[src/rtl/ascon_pkg.sv]
// Shared Ascon collector types and helpers.
package ascon_pkg;

  localparam int unsigned ASCON_TAG_W = 128;

  typedef enum logic [1:0] {
    IDLE  = 2'd0,
    ALIGN = 2'd1,
    SHIFT = 2'd2,
    HOLD  = 2'd3
  } coll_state_e;

  // Number of serial bits needed to cover both text and tag lanes.
  function automatic int unsigned max_len(input int unsigned y, input int unsigned t);
    return (y > t) ? y : t;
  endfunction

endpackage

[src/rtl/ascon_edge_det.sv]
// Rising-edge detector on the two ready levels; encrypt wins a simultaneous rise.
module ascon_edge_det (
  input  logic clk,
  input  logic rst,
  input  logic enc_ready,
  input  logic dec_ready,
  output logic start_c,
  output logic dir_c
);

  logic enc_q;
  logic dec_q;
  logic enc_rise;
  logic dec_rise;

  // Previous-cycle levels; tracked in every collector state.
  always_ff @(posedge clk) begin
    if (rst) begin
      enc_q <= 1'b0;
      dec_q <= 1'b0;
    end else begin
      enc_q <= enc_ready;
      dec_q <= dec_ready;
    end
  end

  // Start on either rise; direction is decrypt only when encrypt did not rise.
  always_comb begin
    enc_rise = enc_ready & ~enc_q;
    dec_rise = dec_ready & ~dec_q;
    start_c  = enc_rise | dec_rise;
    dir_c    = dec_rise & ~enc_rise;
  end

endmodule

[src/rtl/ascon_serial_collector.sv]
// Deserialises the Ascon LSB-first result lanes into parallel words and
// presents each result once on a valid/ack handshake.
// Optional: ASCON_COLLECT_TAG_CMP_EN adds exp_tagxSI / tag_matchxSO.
module ascon_serial_collector
  import ascon_pkg::*;
#(
  parameter int unsigned Y = 32,
  parameter int unsigned T = ASCON_TAG_W
) (
  input  logic         clk,
  input  logic         rst,
  input  logic         enc_readyxSI,
  input  logic         dec_readyxSI,
  input  logic         ctxSI,
  input  logic         enc_tagxSI,
  input  logic         ptxSI,
  input  logic         dec_tagxSI,
  input  logic         authxSI,
  input  logic         ackxSI,
  output logic [Y-1:0] dataxSO,
  output logic [T-1:0] tagxSO,
  output logic         validxSO,
  output logic         is_decxSO,
  output logic         auth_okxSO,
  output logic         busyxSO
`ifdef ASCON_COLLECT_TAG_CMP_EN
  ,
  input  logic [T-1:0] exp_tagxSI,
  output logic         tag_matchxSO
`endif
);

  localparam int unsigned N     = max_len(Y, T);
  localparam int unsigned CNT_W = $clog2(N + 1);

  coll_state_e      state_q;
  coll_state_e      state_d;
  logic [CNT_W-1:0] cnt_q;
  logic             start_c;
  logic             dir_c;
  logic             shift_c;
  logic             last_c;
  logic             text_bit_c;
  logic             tag_bit_c;
  logic [Y-1:0]     data_d_c;
  logic [T-1:0]     tag_d_c;

  ascon_edge_det u_edge (
    .clk       (clk),
    .rst       (rst),
    .enc_ready (enc_readyxSI),
    .dec_ready (dec_readyxSI),
    .start_c   (start_c),
    .dir_c     (dir_c)
  );

  // State register.
  always_ff @(posedge clk) begin
    if (rst) state_q <= IDLE;
    else     state_q <= state_d;
  end

  // Next-state logic; starts outside IDLE are ignored.
  always_comb begin
    state_d = state_q;
    case (state_q)
      IDLE:    if (start_c) state_d = ALIGN;
      ALIGN:   state_d = SHIFT;
      SHIFT:   if (cnt_q == CNT_W'(N - 1)) state_d = HOLD;
      HOLD:    if (ackxSI) state_d = IDLE;
      default: state_d = IDLE;
    endcase
  end

  // Lane select and bit-position decode for the next data/tag words.
  always_comb begin
    shift_c    = (state_q == SHIFT);
    last_c     = shift_c && (cnt_q == CNT_W'(N - 1));
    text_bit_c = is_decxSO ? ptxSI : ctxSI;
    tag_bit_c  = is_decxSO ? dec_tagxSI : enc_tagxSI;
    data_d_c   = dataxSO;
    tag_d_c    = tagxSO;
    if (shift_c) begin
      for (int unsigned i = 0; i < Y; i++) begin
        if (cnt_q == CNT_W'(i)) data_d_c[i] = text_bit_c;
      end
      for (int unsigned i = 0; i < T; i++) begin
        if (cnt_q == CNT_W'(i)) tag_d_c[i] = tag_bit_c;
      end
    end
  end

  // Collected words, bit counter and registered status outputs.
  always_ff @(posedge clk) begin
    if (rst) begin
      dataxSO    <= '0;
      tagxSO     <= '0;
      validxSO   <= 1'b0;
      busyxSO    <= 1'b0;
      is_decxSO  <= 1'b0;
      auth_okxSO <= 1'b0;
      cnt_q      <= '0;
    end else begin
      dataxSO  <= data_d_c;
      tagxSO   <= tag_d_c;
      validxSO <= (state_d == HOLD);
      busyxSO  <= (state_d == ALIGN) || (state_d == SHIFT);
      if ((state_q == IDLE) && start_c) is_decxSO <= dir_c;
      if (last_c) auth_okxSO <= is_decxSO & authxSI;
      if (shift_c && !last_c) cnt_q <= cnt_q + CNT_W'(1);
      else                    cnt_q <= '0;
    end
  end

`ifdef ASCON_COLLECT_TAG_CMP_EN
  // Tag comparison captured with the final bit; only meaningful while held.
  always_ff @(posedge clk) begin
    if (rst)                   tag_matchxSO <= 1'b0;
    else if (last_c)           tag_matchxSO <= (tag_d_c == exp_tagxSI);
    else if (state_d != HOLD)  tag_matchxSO <= 1'b0;
  end
`endif

endmodule
[config.mk]
export PLATFORM = sky130hd
export DESIGN_NAME = ascon_serial_collector
export DESIGN_NICKNAME = d
export VERILOG_FILES = /design/src/rtl/ascon_pkg.sv /design/src/rtl/ascon_edge_det.sv /design/src/rtl/ascon_serial_collector.sv
export SDC_FILE = /design/constraint.sdc
export NUM_CORES = 1
export LEC_CHECK = 0
export ABC_AREA = 1
export CAP_MARGIN = 30
export CORE_ASPECT_RATIO = 1.2
export CORE_MARGIN = 5
export CORE_UTILIZATION = 45
export CTS_CLUSTER_DIAMETER = 100
export DETAILED_ROUTE_END_ITERATION = 10
export PLACE_DENSITY = 0.77
export SETUP_SLACK_MARGIN = 0.4
export SLEW_MARGIN = 20
export SYNTH_ARGS = -nofsm -noshare
export SYNTH_HDL_FRONTEND = slang
export SYNTH_SLANG_ARGS = --single-unit
[constraint.sdc]
create_clock -name clk -period 1.8 [get_ports clk]
set_input_delay 0.45 -clock clk [delete_from_list [all_inputs] [get_ports clk]]
set_output_delay 0.45 -clock clk [all_outputs]
set_load 0.005 [all_outputs]
==> results of run 1 <==
[worst max-delay path, delay by kind of cell (launching register included)]
| family | cells | cell delay [ns] |
|---|---|---|
| AOI/OAI and AO/OA | 1 | 0.21 |
| and+or+nand+nor | 3 | 0.24 |
| DFF | 1 | 0.35 |
| buffers and inverters | 4 | 0.58 |
[Yosys cell counts, types with 5 or more instances]
master    count  share of area
a21oi_1     142          0.094
ha_1          5         0.0083
buf_4        21          0.021
nor2_1      221           0.11
inv_1        37          0.018
dfxtp_1     176           0.47
buf_1        13         0.0064
clkbuf_1     13         0.0064
nand3_1     171           0.11
buf_2        43          0.028
o21ai_0       5         0.0033
nor2_2        5         0.0041
nand2_1     207           0.10
[cell type report]
class / instances / share of cell area
clock buffers: 20 / 0.0405
repair buffers: 291 / 0.227
inverters: 39 / 0.0142
multi-input cells: 769 / 0.350
well taps: 216 / 0.0240
clock inverters: 10 / 0.0122
flip-flops and latches: 176 / 0.332
[registers in the layout (all words and copies together) (netlist names)]
| register | cells |
|---|---|
| u_edge.dec_q | 1 |
| busyxSO | 1 |
| tagxSO | 128 |
| is_decxSO | 1 |
| cnt_q | 8 |
| validxSO | 1 |
| u_edge.enc_q | 1 |
| state_q | 2 |
| dataxSO | 32 |
| auth_okxSO | 1 |
[metrics by stage]
step / worst slack, ns / hold slack (ns) / total power (W)
floorplan: 0.436 / 0.448 / 0.00436
global placement: -0.0430 / 0.455 / 0.00453
detailed placement: -0.0507 / 0.464 / 0.00453
CTS: 0.303 / 0.469 / 0.00830
global route: 0.230 / 0.488 / 0.00886
finish: 0.294 / 0.460 / 0.00861
[metal layers]
| metal | global-route usage | part of all wire |
|---|---|---|
| met1 | 0.312 | 0.39 |
| met2 | 0.385 | 0.47 |
| met3 | 0.0516 | 0.090 |
| met4 | 0.105 | 0.057 |
| met5 | 0 | 0 |
[power breakdown]
| group | internal [W] | leakage, nW | switching (W) |
|---|---|---|---|
| Combinational | 0.000393 | 3.29 | 0.000487 |
| Clock | 0.00224 | 0.288 | 0.00157 |
| Sequential | 0.00391 | 1.50 | 0.0000172 |
| Total | 0.00654 | 5.08 | 0.00207 |
[logic make-up after synthesis]
logic type | count (synthesis) | synth area share
AND/OR/NAND/NOR | 614 | 0.344
flip-flops | 176 | 0.465
AO/OA/AOI/OAI | 150 | 0.0993
buffers and inverters | 130 | 0.0829
adder cells (fa/ha/maj) | 5 | 0.00826
[what timing repair did]
item,4_1_cts,5_1_grt
pin swaps,5,23
resized for setup,841,138
cloned,3,23
hold buffers,0,0
setup buffers,24,20
endpoints found under the setup margin,334,171
[final timing paths]
kind	startpoint	endpoint	slack, ns	depth (start not counted)
min reg2reg	dataxSO[28]	dataxSO[28]	0.46	2
min	dataxSO[28]	dataxSO[28]	0.46	2
max	is_decxSO	tagxSO[86]	0.29	8
max reg2reg	is_decxSO	tagxSO[86]	0.29	8
==> metrics.csv, run 1 <==
metric,value,unit
sequential area share after synthesis,0.465,
PortBufs,173,
Syn Area/Cell,7.04,um2
Final Instance Area,11300,um2
# IOs,174,
worst-path fanout max,7,
routed via count,8455,
GRT Util Overall,0.241,
Synth Flop Type,dfxtp_1,
Power Density,764,nW/um2
number of global-route vias before repair,7016,
initial antenna violation count,0,
most frequent cells in the layout,"199 x nand2_1, 195 x nor2_1, 162 x buf_2",
Worst path slowest cell,dfxtp_4,
drt first pass iters,8,
iteration-0 DRC count of the detailed router,1074,
GPL Wtd Cong,0.835,
clk sinks,176,
final cycle utilization of the critical path,0.837,
count of cell types in the netlist,24,
die width,128,um
final hold violations,0,
fill cell count,1298,
layout cell share with drive strength beyond 1,0.449,
clock root cell,clkbuf_16,
most frequent CP cell,buf_6,
Initial Utilization,0.453,
Avg WL per Cell,19.0,um
"commonest non-fill, non-tap cell in the layout",nand2_1,
Worst-Margin Slew,0.352,ns
HP Class,reg -> reg,
Tmin final,1.51,ns
P_leak,5.08,nW
WS Path Type,reg -> reg,
chip height,152,um
Setup crit end kind,flop,
"Net count, final",1309,
routed wire length,29000,um
dpl cells,1421,
Core Region,16700,um2
Max Slew Vio Count,0,
Placed Area,9720,um2
GRT overflow,0,
global-route wire length before repair,37700,um
DRC errors left,0,
hpwl dp,14800,um
outcome,"complete, no violations",
Final ANT Viol Nets,0,
startpoint types,flop,
Critical Path AT,1.83,ns
maximum clock rate,664,MHz
Setup-failing EPs final,0,
number of flops mapped to enable cells by yosys,0,
largest net degree at the start of global routing,66,
post-route setup TNS,0,ns
Post-Syn Area,7570,um2
Worst-path clk slew,0.07,ns
TritonCTS clock tree,built,
cts bufs inserted,17,
max cap viols,0,
die footprint,19500,um2
CP Cell Sequence,buf_6 > o21ai_4 > buf_6 > buf_12 > clkbuf_16 > nand3_1 > nand2_1 > nor2_1,
Synthesis Warnings,0,
FF/Latch Area,3740,um2
CP peak stage delay,0.35,ns
final std cells w/o fill,1521,
largest buffer count on any clock path,2,
required time of the critical path,2.12,ns
VDD IR max,0.000566,V
Multi-input gate area,3940,um2
Syn-to-layout area delta,48.9,%
Synth async-reset ratio,0,
H-tree levels,4,
Slew HR,0.765,
Max Clock Skew,0.00745,ns
clk_lat worst skew,0.44,ns
Finished Core Util,0.674,
syn nets,1090,
"flops & latches, synth",176,
RSZ-0062 raised after global routing,true,
Rows,52,
ANT cells,0,
vias per std cell,5.56,
Mapped Cells,1075,
No activity file was read; power rests on OpenSTA's default activity.
==> run 2: changes to the inputs <==
Settings changed: PLACE_DENSITY 0.77 to 0.8.
Clock period 1.8 ns to 1.25 ns, I/O delays scaled along.
==> metrics.csv, run 2 (same netlist as run 1, synthesis figures left out) <==
metric,value,unit,change
outcome,"finished, violations left",,
failing checks,setup timing,,
most frequent cells in the layout,"193 x nor2_1, 185 x nand2_1, 165 x dfxtp_2",,
setup ws final,-0.262,ns,-0.556 ns
DRC errors left,0,,unchanged
PortBufs,173,,unchanged
initial antenna violation count,0,,unchanged
HP Class,in -> reg,,
Finished Core Util,0.714,,+0.0397
clock root cell,clkbuf_16,,
dpl cells,1457,,+2.5%
Worst-Margin Slew,0.269,ns,-0.0836 ns
H-tree levels,4,,unchanged
iteration-0 DRC count of the detailed router,964,,-10%
Slew HR,0.821,,+0.0560
fill cell count,1160,,-11%
chip height,152,um,unchanged
final cycle utilization of the critical path,1.21,,+0.373
ANT cells,0,,unchanged
layout cell share with drive strength beyond 1,0.489,,+0.0404
Core Region,16700,um2,unchanged
Largest regs,"tagxSO x128, dataxSO x32, cnt_q x8",,
Critical Path AT,1.82,ns,about the same
Comb pwr share,0.098,,-0.004
Tmin final,1.51,ns,+0.00600 ns
VDD IR max,0.000941,V,+66%
internal power,0.00916,W,+40%
routed via count,8594,,+1.6%
CP Cell Sequence,buf_6 > ha_4 > nand3_1 > nor2_2 > buf_12 > nand3_1 > nand2_1 > nor2_1,,
hpwl dp,15400,um,+3.9%
drt first pass iters,6,,-2
cts bufs inserted,17,,unchanged
GRT overflow,0,,unchanged
max reg flops,128,,unchanged
"commonest non-fill, non-tap cell in the layout",nor2_1,,
sw frac,0.252,,+0.0113
Sw Pwr,0.00309,W,+49%
RSZ-0062 raised after global routing,true,,
most frequent CP cell,nand3_1,,
maximum clock rate,661,MHz,-0.40%
final hold violations,0,,unchanged
clk sinks,176,,unchanged
routed wire length,30000,um,+3.7%
max cap viols,0,,unchanged
final std cells w/o fill,1542,,+1.4%
Pwr Total,0.0122,W,+42%
die width,128,um,unchanged
Buf/Inv on CP,2,,-2
largest buffer count on any clock path,2,,unchanged
"CP delay by family, top",simple AND/OR/NAND/NOR gates,,
Setup crit end kind,flop,,
die footprint,19500,um2,unchanged
Hold Buf Count CTS,0,,unchanged
Max Slew Vio Count,0,,unchanged
Power Density,1030,nW/um2,+34%
largest net degree at the start of global routing,51,,-23%
GPL Wtd Cong,0.894,,+7.1%
P_leak,5.28,nW,+3.9%
required time of the critical path,1.56,ns,-0.56 ns
GRT Util Overall,0.251,,+0.00945
TritonCTS clock tree,built,,
pre-CTS setup slack,-0.405,ns,-0.354 ns
startpoint types,flop,,
CP peak stage delay,0.38,ns,+0.03 ns
global-route wire length before repair,39200,um,+4.0%
Setup-failing EPs final,173,,+173
WS Path Type,reg -> reg,,
Worst path slowest cell,dfxtp_4,,
number of global-route vias before repair,7420,,+5.8%
# IOs,174,,unchanged
vias per std cell,5.57,,+0.26%
Final ANT Viol Nets,0,,unchanged
worst-path fanout max,20,,+13
Syn-to-layout area delta,57.6,%,
largest reg by FF count,tagxSO,,
Max Clock Skew,0.00895,ns,+0.00150 ns
Rows,52,,unchanged
Initial Utilization,0.453,,unchanged
"Net count, final",1328,,+1.5%
clock power share,0.440,,-0.002
Avg WL per Cell,19.5,um,+2.3%
clk_lat worst skew,0.43,ns,about the same
Worst-path clk slew,0.07,ns,about the same
sequential share of power,0.462,,+0.006
run 2: through the flow:
stage	setup TNS, ns	hold WS, ns	area [um2]
2_1_floorplan	-0.524	0.377	7820
3_3_place_gp	-54.25	0.451	10300
3_5_place_dp	-56.38	0.458	10300
4_1_cts	-20.61	0.420	11000
5_1_grt	-39.40	0.440	11900
6_report	-28.88	0.431	11900
run 2: path summary, 6_finish.rpt:
kind | endpoint | slack [ns] | from | cells after the start
setup / recovery | tagxSO[86] | -0.26 | cnt_q[1] | 8
hold / removal | u_edge.enc_q | 0.43 | enc_readyxSI | 3
setup reg to reg | tagxSO[86] | -0.26 | cnt_q[1] | 8
hold reg to reg | tagxSO[23] | 0.47 | tagxSO[23] | 2
run 2: what timing repair did:
action	in CTS	in global routing
endpoints found under the setup margin	338	338
setup buffers	24	11
gates cloned	3	15
gates resized for setup	909	118
pin swaps	7	32
run 2: final cells by class:
type	instances	area, um2	share of cell area
multi-input cells	769	4140	0.347
flip-flops and latches	176	3750	0.314
repair buffers	310	3010	0.252
clock buffers	18	439	0.0368
well taps	216	270	0.0226
inverters	39	173	0.0145
clock inverters	14	154	0.0129
run 2: power by group through the flow:
stage | sequential, W | clock, W | combinational [W]
after floorplan | 0.00579 | 0 | 0.000517
after global placement | 0.00579 | 0 | 0.000803
after detailed placement | 0.00580 | 0 | 0.000813
after CTS | 0.00566 | 0.00540 | 0.000952
after global routing | 0.00566 | 0.00567 | 0.00126
final | 0.00566 | 0.00538 | 0.00121
run 2: worst register-to-register path, cell delays in order, from the launching register on:
cell,delay (ns)
dfxtp_4,0.38
buf_6,0.11
ha_4,0.17
nand3_1,0.11
nor2_2,0.14
buf_12,0.20
nand3_1,0.13
nand2_1,0.11
nor2_1,0.06
run 2: metal layers:
layer | vias up | global-route usage | share of wire
met2 | 492 | 0.411 | 0.49
met3 | 132 | 0.0453 | 0.092
met5 | - | 0 | 0
li1 | 3958 | - | -
met1 | 4012 | 0.316 | 0.37
met4 | 0 | 0.119 | 0.054
